==> src/rtl/sobel_frame_ctrl.sv <==
// Frame sequencer for the Sobel pipeline: issues one source read per cycle,
// tracks result writes and reports frame completion or a drain timeout.
module sobel_frame_ctrl #(
    parameter int unsigned IMG_W         = 640,
    parameter int unsigned IMG_H         = 480,
    parameter int unsigned ADDR_W        = 19,
    parameter int unsigned DRAIN_TIMEOUT = 4096
) (
    input  logic              clk,
    input  logic              rst,
    input  logic              start_i,
    input  logic              hold_i,
    output logic              rd_en_o,
    output logic [ADDR_W-1:0] rd_addr_o,
    output logic              pix_valid_o,
    input  logic              pipe_done_i,
    output logic              wr_en_o,
    output logic [ADDR_W-1:0] wr_addr_o,
    output logic              busy_o,
    output logic              frame_done_o,
    output logic              timeout_err_o
);
    localparam int unsigned PIX_N = IMG_W * IMG_H;
    localparam int unsigned CNT_W = ADDR_W + 1;
    localparam int unsigned WD_W  = $clog2(DRAIN_TIMEOUT + 1);

    localparam logic [ADDR_W-1:0] LAST_ADDR = ADDR_W'(PIX_N - 1);
    localparam logic [CNT_W-1:0]  PIX_CNT   = CNT_W'(PIX_N);
    localparam logic [CNT_W-1:0]  LAST_CNT  = CNT_W'(PIX_N - 1);
    localparam logic [WD_W-1:0]   WD_LIMIT  = WD_W'(DRAIN_TIMEOUT);

    typedef enum logic [1:0] {
        IDLE  = 2'd0,
        ISSUE = 2'd1,
        DRAIN = 2'd2,
        DONE  = 2'd3
    } state_t;

    state_t            state_q, state_d;
    logic [ADDR_W-1:0] rd_addr_q, rd_addr_d;
    logic [CNT_W-1:0]  out_cnt_q, out_cnt_d;
    logic [WD_W-1:0]   wd_q, wd_d, wd_inc;
    logic              timeout_q, timeout_d;
    logic              pix_valid_q;
    logic              busy_q;
    logic              frame_done_q;
    logic              active;
    logic              last_wr;

    // Result strobes count only while a frame is running and not yet full
    assign active  = (state_q == ISSUE) || (state_q == DRAIN);
    assign wr_en_o = pipe_done_i && active && (out_cnt_q < PIX_CNT);
    assign last_wr = wr_en_o && (out_cnt_q == LAST_CNT);

    // A strobe clears the watchdog in its own cycle, so the count restarts at 1
    assign wd_inc = (pipe_done_i ? WD_W'(0) : wd_q) + WD_W'(1);

    always_comb begin
        state_d   = state_q;
        rd_addr_d = rd_addr_q;
        out_cnt_d = out_cnt_q;
        wd_d      = wd_q;
        timeout_d = timeout_q;
        rd_en_o   = 1'b0;

        if (wr_en_o) begin
            out_cnt_d = out_cnt_q + CNT_W'(1);
        end

        case (state_q)
            IDLE: begin
                if (start_i) begin
                    state_d   = ISSUE;
                    rd_addr_d = '0;
                    out_cnt_d = '0;
                    wd_d      = '0;
                    timeout_d = 1'b0;
                end
            end
            ISSUE: begin
                wd_d = '0;
                if (!hold_i) begin
                    rd_en_o = 1'b1;
                    // Address holds at the last pixel so it never wraps
                    if (rd_addr_q == LAST_ADDR) begin
                        state_d = DRAIN;
                    end else begin
                        rd_addr_d = rd_addr_q + ADDR_W'(1);
                    end
                end
            end
            DRAIN: begin
                wd_d = wd_inc;
                if ((out_cnt_q == PIX_CNT) || last_wr) begin
                    state_d = DONE;
                end else if (!pipe_done_i && (wd_inc == WD_LIMIT)) begin
                    state_d   = DONE;
                    timeout_d = 1'b1;
                end
            end
            DONE: begin
                state_d = IDLE;
            end
            default: begin
                state_d = IDLE;
            end
        endcase
    end

    always_ff @(posedge clk or negedge rst) begin
        if (!rst) begin
            state_q      <= IDLE;
            rd_addr_q    <= '0;
            out_cnt_q    <= '0;
            wd_q         <= '0;
            timeout_q    <= 1'b0;
            pix_valid_q  <= 1'b0;
            busy_q       <= 1'b0;
            frame_done_q <= 1'b0;
        end else begin
            state_q      <= state_d;
            rd_addr_q    <= rd_addr_d;
            out_cnt_q    <= out_cnt_d;
            wd_q         <= wd_d;
            timeout_q    <= timeout_d;
            pix_valid_q  <= rd_en_o;
            busy_q       <= (state_d == ISSUE) || (state_d == DRAIN);
            frame_done_q <= (state_d == DONE);
        end
    end

    assign rd_addr_o     = rd_addr_q;
    assign wr_addr_o     = out_cnt_q[ADDR_W-1:0];
    assign pix_valid_o   = pix_valid_q;
    assign busy_o        = busy_q;
    assign frame_done_o  = frame_done_q;
    assign timeout_err_o = timeout_q;

endmodule

==> config.mk <==
export PLATFORM = sky130hd
export DESIGN_NAME = sobel_frame_ctrl
export DESIGN_NICKNAME = d
export VERILOG_FILES = /design/src/rtl/sobel_frame_ctrl.sv
export SDC_FILE = /design/constraint.sdc
export NUM_CORES = 1
export LEC_CHECK = 0
export CAP_MARGIN = 15
export CORE_ASPECT_RATIO = 1.2
export CORE_MARGIN = 1.5
export CORE_UTILIZATION = 45
export DETAILED_ROUTE_END_ITERATION = 8
export MAX_ROUTING_LAYER = met4
export PLACE_DENSITY_LB_ADDON = 0.12
export SLEW_MARGIN = 15
export SYNTH_ARGS = -nofsm -noshare
export SYNTH_HDL_FRONTEND = slang
export SYNTH_SLANG_ARGS = --single-unit
export TNS_END_PERCENT = 100
==> constraint.sdc <==
create_clock -name clk -period 3.05 [get_ports clk]
set_clock_uncertainty 0.05 [all_clocks]
set_input_delay 0.61 -clock clk [delete_from_list [all_inputs] [get_ports clk]]
set_output_delay 0.61 -clock clk [all_outputs]
set_load 0.02 [all_outputs]
==> metrics.md, run 1 <==
| Metric | Value |
|---|---|
| Fmax | 0.353 GHz |
| Final GP Congestion | about 0.85 |
| Synth warnings | 0 |
| Syn nets | between 300 and 400 |
| Vias in the first global route | 2723 |
| H-tree depth | 3 |
| Area Growth Syn to Fin | 25.2% |
| WL per Instance | 14.5 µm |
| Status | finished, final reports clean |
| R2R cell count | 10 |
| DR vias | 2811 |
| # rows | 34 |
| Hold Path Class | in -> async |
| Worst reg2reg path endpoint | busy_o$_DFF_PN0_ |
| Final setup viols | 0 |
| Synth Instances | approximately 370 |
| Starting Density | 0.466 |
| All-Layer GR Usage | 0.212 |
| DRT iter0 DRCs | 94 |
| Setup_tns | 0 ps |
| R2R Setup Slk | 230 ps |
| Max-Cap Viols | 0 |
| Synth top area share | 0.429 |
| Period utilisation layout | 0.929 |
| CTS clk-pin slew, worst paths | 70 ps |
| DP HPWL | 5340 µm |
| CTS root buf | clkbuf_8 |
| Post-synth EDFFs | 0 |
| Hold violation total from the final report | 0 |
| Worst-case vdd ir drop | about 0.44 mV |
| CTS Hold Bufs | 0 |
| R2R Path Start | wd_q[0]$_DFFE_PN0P_ |
| Post-route ant nets | 0 |
| Pwr dens | about 530 nW/µm² |
| Clock Sinks | 58 |
| Setup WS pre-CTS | -472 ps |
| CP Max Fanout | 6 |
| Avg Inst Size Synth | 9.10 µm² |
| Synthesis-stage register bit count | slightly below 60 |
| Area leader, netlist | dfrtp_1 |
| Area contributors post-synth | dfrtp_1, xor2_1, nor2_1 |
| Mapped cell area | 3390 µm² |
| Largest net degree at the start of global routing | 26 |
| Seq/Total Area, Yosys | 0.429 |
| TritonCTS buffer count | 9 |
| DR vias/cell | between 5 and 6 |
| CP required | ~2400 ps |
| Tmin final | ~2800 ps |
| Cell with the most instances after synthesis | dfrtp_1 |
| Slew margin rel. | 0.684 |
| DRT Pass-1 Iters | 4 |
| Async set-reset flop share out of synthesis | 1.00 |
| Nets | between 400 and 500 |
| TritonCTS clock tree | yes |
| DRC | 0 |
| Setup crit end kind | primary output |
| Max-slew violation count | 0 |
| Top cells by count, synth | dfrtp_1, nor2_1, nand2_1, xor2_1 |
| Unique masters post-synth | 48 |
| CORE AREA | 7270 µm² |
| Setup crit start kind | flip-flop |
| Die H | 98.0 µm |
| Die Wd | between 80 and 90 µm |
| WP data arrival | around 2200 ps |
| Leakage | 0.00190 µW |
| Skew-Pair Late Insertion Delay | roughly 330 ps |
| Wire length of the first global-routing pass | around 13000 µm |
| Port Buf Inserts | 48 |
| Die area | 8060 µm² |
| RSZ-0062 raised after global routing | no |
| # diodes | 0 |
| Worst setup margin | ~220 ps |
| Io pins | 49 |
| Final WL | about 7500 µm |
| Antenna violations before repair | 0 |
| Crit Path Category | reg -> out |
| Layout cells sized above 1 | 0.126 |
| Max Buffers Root-to-Sink | 2 |
| Main synth FF type | dfrtp_1 |
| Global route overflow | 0 |
| Slew @ Worst Pin | 467 ps |
[power breakdown]
part / internal, µW / leakage [µW] / switching (µW)
combinational: 234 / 0.000989 / 338
clock: 480 / 0.000109 / 301
sequential: 819 / 0.000802 / 60.6
total: 1530 / 0.00190 / 701
[through the flow]
step	power, µW	hold WS [ps]	area (µm²)	instances	util
after detailed placement	1470	469	3940	498	0.542
after CTS	2270	155	4170	514	0.574
after floorplan	1250	264	3390	372	-
after global placement	1460	461	3940	498	0.542
after global routing	2370	175	4240	518	0.583
final	2230	158	4240	518	0.583
[per-layer routing]
metal,wire length [µm],GRT usage,vias to the layer above
li1,-,-,1393
met1,3510,0.275,1343
met2,3640,0.323,65
met3,253,0.0308,10
met4,128,0.0939,0
met5,0,-,-
[flip-flops by register name (all words and copies together) (netlist names)]
signal         flops
timeout_err_o      1
out_cnt_q         20
wd_q              13
frame_done_o       1
busy_o             1
pix_valid_o        1
state_q            2
rd_addr_o         19
[kinds of logic (layout without fill, tap and decap cells)]
family | count (synthesis) | count (layout) | synth area share
simple gates | 164 | 164 | 0.252
flops | 58 | 58 | 0.429
xor+xnor | 33 | 33 | 0.0853
fa+ha+maj | 8 | 8 | 0.0296
compound gates | 61 | 61 | 0.124
buf+inv | 45 | 101 | 0.0720
mux | 3 | 3 | 0.00887
[final cells by class]
type | instances | area, µm²
Multi-Input combinational cell | 269 | 1740
Clock inverter | 5 | 77.6
Fill cell | 628 | 3030
Timing Repair Buffer | 75 | 681
Sequential cell | 58 | 1450
Tap cell | 90 | 113
Inverter | 10 | 37.5
Clock buffer | 11 | 141
[worst max-delay path by stage]
stage,startpoint,endpoint,slack [ps],cells after the start
after global placement,pipe_done_i,busy_o$_DFF_PN0_,-340,10
after detailed placement,pipe_done_i,busy_o$_DFF_PN0_,-470,10
final,state_q[0]$_DFF_PN0_,wr_en_o,220,5
after global routing,state_q[0]$_DFF_PN0_,wr_en_o,80,5
after floorplan,pipe_done_i,busy_o$_DFF_PN0_,50,10
after CTS,pipe_done_i,busy_o$_DFF_PN0_,20,10
[cell usage in the layout (no fill, tap or decap), types with 4 or more instances in the layout]
master	synthesis	final
inv_1	10	10
and4_1	5	5
o31ai_1	8	8
clkdlybuf4s50_1	0	46
xnor2_1	8	8
nand3_1	19	19
ha_1	8	8
dfrtp_1	58	58
clkbuf_8	0	10
a21oi_1	10	10
o21ai_0	17	17
nor2_1	46	46
a31oi_1	4	4
and2_1	8	8
and3_1	6	6
buf_4	19	27
nand4_1	12	12
nand2_1	32	32
xor2_1	25	25
or3_1	7	7
[worst max-delay path: stages, from the launching register on]
cell,delay [ps]
dfrtp_1,440
inv_1,100
ha_1,310
nand3b_1,110
a211oi_2,230
clkdlybuf4s50_1,660
[timing repair]
action,CTS,global route
resized for setup,2,7
endpoints found under the setup margin,2,4
pin swaps,1,5
buffers inserted,0,4
Power figures use the tool's default switching activity.
==> inputs of run 2 (changes only) <==
Settings changed: PLACE_DENSITY set to 0.79, PLACE_DENSITY_LB_ADDON 0.12 to not set.
==> run 2 against run 1 <==
- critical path type unchanged
- final cell count fell by 0.39%
- combinational power grew 2%
- critical path depth is the same
- clock-buffer cell count grew 1
- fmax down 1.1%
- setup slack got worse by 32 ps
- register-to-register slack gained 70 ps
- via count grew 3.6%
- highest routed layer unchanged
- power increased by 2.4%
- wire length increased by 4.1%
- largest cell class unchanged
- hold slack improved by 52 ps
- cell area up 0.41%
==> metrics.md, run 2 (synthesis gave the netlist of run 1 again) <==
| Metric | Value |
|---|---|
| DR vias | 2913 |
| Die area | roughly 8100 µm² |
| Leakage | between 0.0015 and 0.002 µW |
| Pwr dens | 537 nW/µm² |
| H-tree depth | 3 |
| Worst setup margin | roughly 180 ps |
| Layout cells sized above 1 | 0.124 |
| WL per Instance | between 15 and 20 µm |
| Slew margin rel. | 0.589 |
| M1 GR Usage | 0.265 |
| CTS root buf | clkbuf_8 |
| Leading cell type in the layout, fill and taps excluded | dfrtp_1 |
| R2R Setup Slk | 300 ps |
| Final instance count without filler cells | 516 |
| WP data arrival | 2210 ps |
| Tmin final | roughly 2900 ps |
| Largest reg by FF count | out_cnt_q |
| Final setup viols | 0 |
| Io pins | 49 |
| Nets | roughly 430 |
| Crit Path Category | reg -> out |
| Most frequent cells in the layout | dfrtp_1, nor2_1, clkdlybuf4s50_1 |
| Met3 Resource Use GR | 0.0486 |
| Vias in the first global route | approximately 2800 |
| Worst-case vdd ir drop | ~0.39 mV |
| Clock Sinks | 58 |
| Setup crit start kind | flip-flop |
| Max Buffers Root-to-Sink | 2 |
| Starting Density | 0.466 |
| WP buf/inv | 2 |
| Crit path max-delay family | buffers and inverters |
| Max-slew violation count | 0 |
| # rows | 34 |
| Placed Instances | 498 |
| Wire length of the first global-routing pass | around 13000 µm |
| CP cell instances | inv_1 > ha_1 > nand3b_1 > a211oi_2 > clkdlybuf4s50_1 |
| TritonCTS buffer count | 9 |
| DRT iter0 DRCs | roughly 180 |
| Largest net degree at the start of global routing | 35 |
| CP Max Fanout | 6 |
| Gr busiest metal | met2 |
| DRT Pass-1 Iters | 4 |
| R2R Path Start | wd_q[0]$_DFFE_PN0P_ |
| Global route overflow | 0 |
| CTS Hold Bufs | 0 |
| Area Growth Syn to Fin | 25.7% |
| Skew-Pair Late Insertion Delay | 350 ps |
| Final GP Congestion | a little over 0.9 |
| DP HPWL | between 5000 and 6000 µm |
| CORE AREA | roughly 7300 µm² |
| Period utilisation layout | 0.940 |
| Status | finished, final reports clean |
| # diodes | 0 |
| Port Buf Inserts | 48 |
| Antenna violations before repair | 0 |
| Hold violation total from the final report | 0 |
| CP peak stage delay | ~660 ps |
| Fmax | about 0.35 GHz |
| RSZ-0062 raised after global routing | no |
| Die Wd | a little over 80 µm |
| All-Layer GR Usage | 0.215 |
| Max reg flops | 20 |
| Setup_tns | 0 ps |
| Critical path depth in cells | 5 |
| Worst reg2reg path endpoint | busy_o$_DFF_PN0_ |
| Crit-path slowest cell | clkdlybuf4s50_1 |
| Hold Path Class | in -> async |
| Post-route ant nets | 0 |
| TritonCTS clock tree | yes |
| R2R cell count | 10 |
| DRC | 0 |
| CP required | between 2000 and 2500 ps |
| Max-Cap Viols | 0 |
| CTS clk-pin slew, worst paths | 60 ps |
| Slew @ Worst Pin | a little over 600 ps |
| Setup crit end kind | primary output |
| Setup WS pre-CTS | -504 ps |
| DR vias/cell | 5.65 |
| Met2 Use GR | 0.332 |
| Die H | ~100 µm |
| Final WL | approximately 7800 µm |
==> run 2: cell types whose count changed in the layout (fill, tap and decap cells not counted), sizes merged <==
| cell | before | now |
|---|---|---|
| buf | 28 | 26 |
| clkbuf | 11 | 12 |
| clkinvlp | 1 | 0 |
==> run 2: layer usage <==
metal,up-vias,part of all wire
met5,-,0
met4,0,0.022
met3,21,0.048
met2,77,0.51
met1,1425,0.42
li1,1390,-
==> run 2: how the worst max path moves through the flow <==
| stage | startpoint | to | slack (ps) |
|---|---|---|---|
| after floorplan | pipe_done_i | busy_o$_DFF_PN0_ | 50 |
| after global placement | pipe_done_i | busy_o$_DFF_PN0_ | -330 |
| after detailed placement | pipe_done_i | busy_o$_DFF_PN0_ | -500 |
| after CTS | pipe_done_i | busy_o$_DFF_PN0_ | 20 |
| after global routing | state_q[0]$_DFF_PN0_ | wr_en_o | 110 |
| final | state_q[0]$_DFF_PN0_ | wr_en_o | 180 |
==> run 2: area by class of cell <==
class	instances	area, µm²
fill	612	3020
multi-input combinational	269	1760
sequential	58	1450
timing repair buffer	73	666
clock buffer	12	155
tap	90	113
clock inverter	4	73.8
inverter	10	37.5
==> run 2: metrics by stage <==
step / hold WS [ps] / area, µm² / utilization / power (µW)
after detailed placement: 456 / 3940 / 0.542 / 1470
after global routing: 234 / 4260 / 0.585 / 2400
final: 210 / 4260 / 0.585 / 2290
after global placement: 454 / 3940 / 0.542 / 1460
after CTS: 214 / 4200 / 0.577 / 2310
after floorplan: 264 / 3390 / - / 1250
==> run 2: power breakdown <==
group | internal, µW | switching, µW | total, µW | leakage, µW
combinational | 236 | 349 | 585 | 0.000973
clock | 505 | 316 | 821 | 0.000117
sequential | 819 | 62.3 | 881 | 0.000802
total | 1560 | 727 | 2290 | 0.00189
==> run 2: timing repair <==
action,CTS,global route
setup endpoints to repair,3,4
gates resized for setup,6,6
setup buffers,0,2
hold endpoints to repair,0,0
gates cloned,0,0
pin swaps,2,5
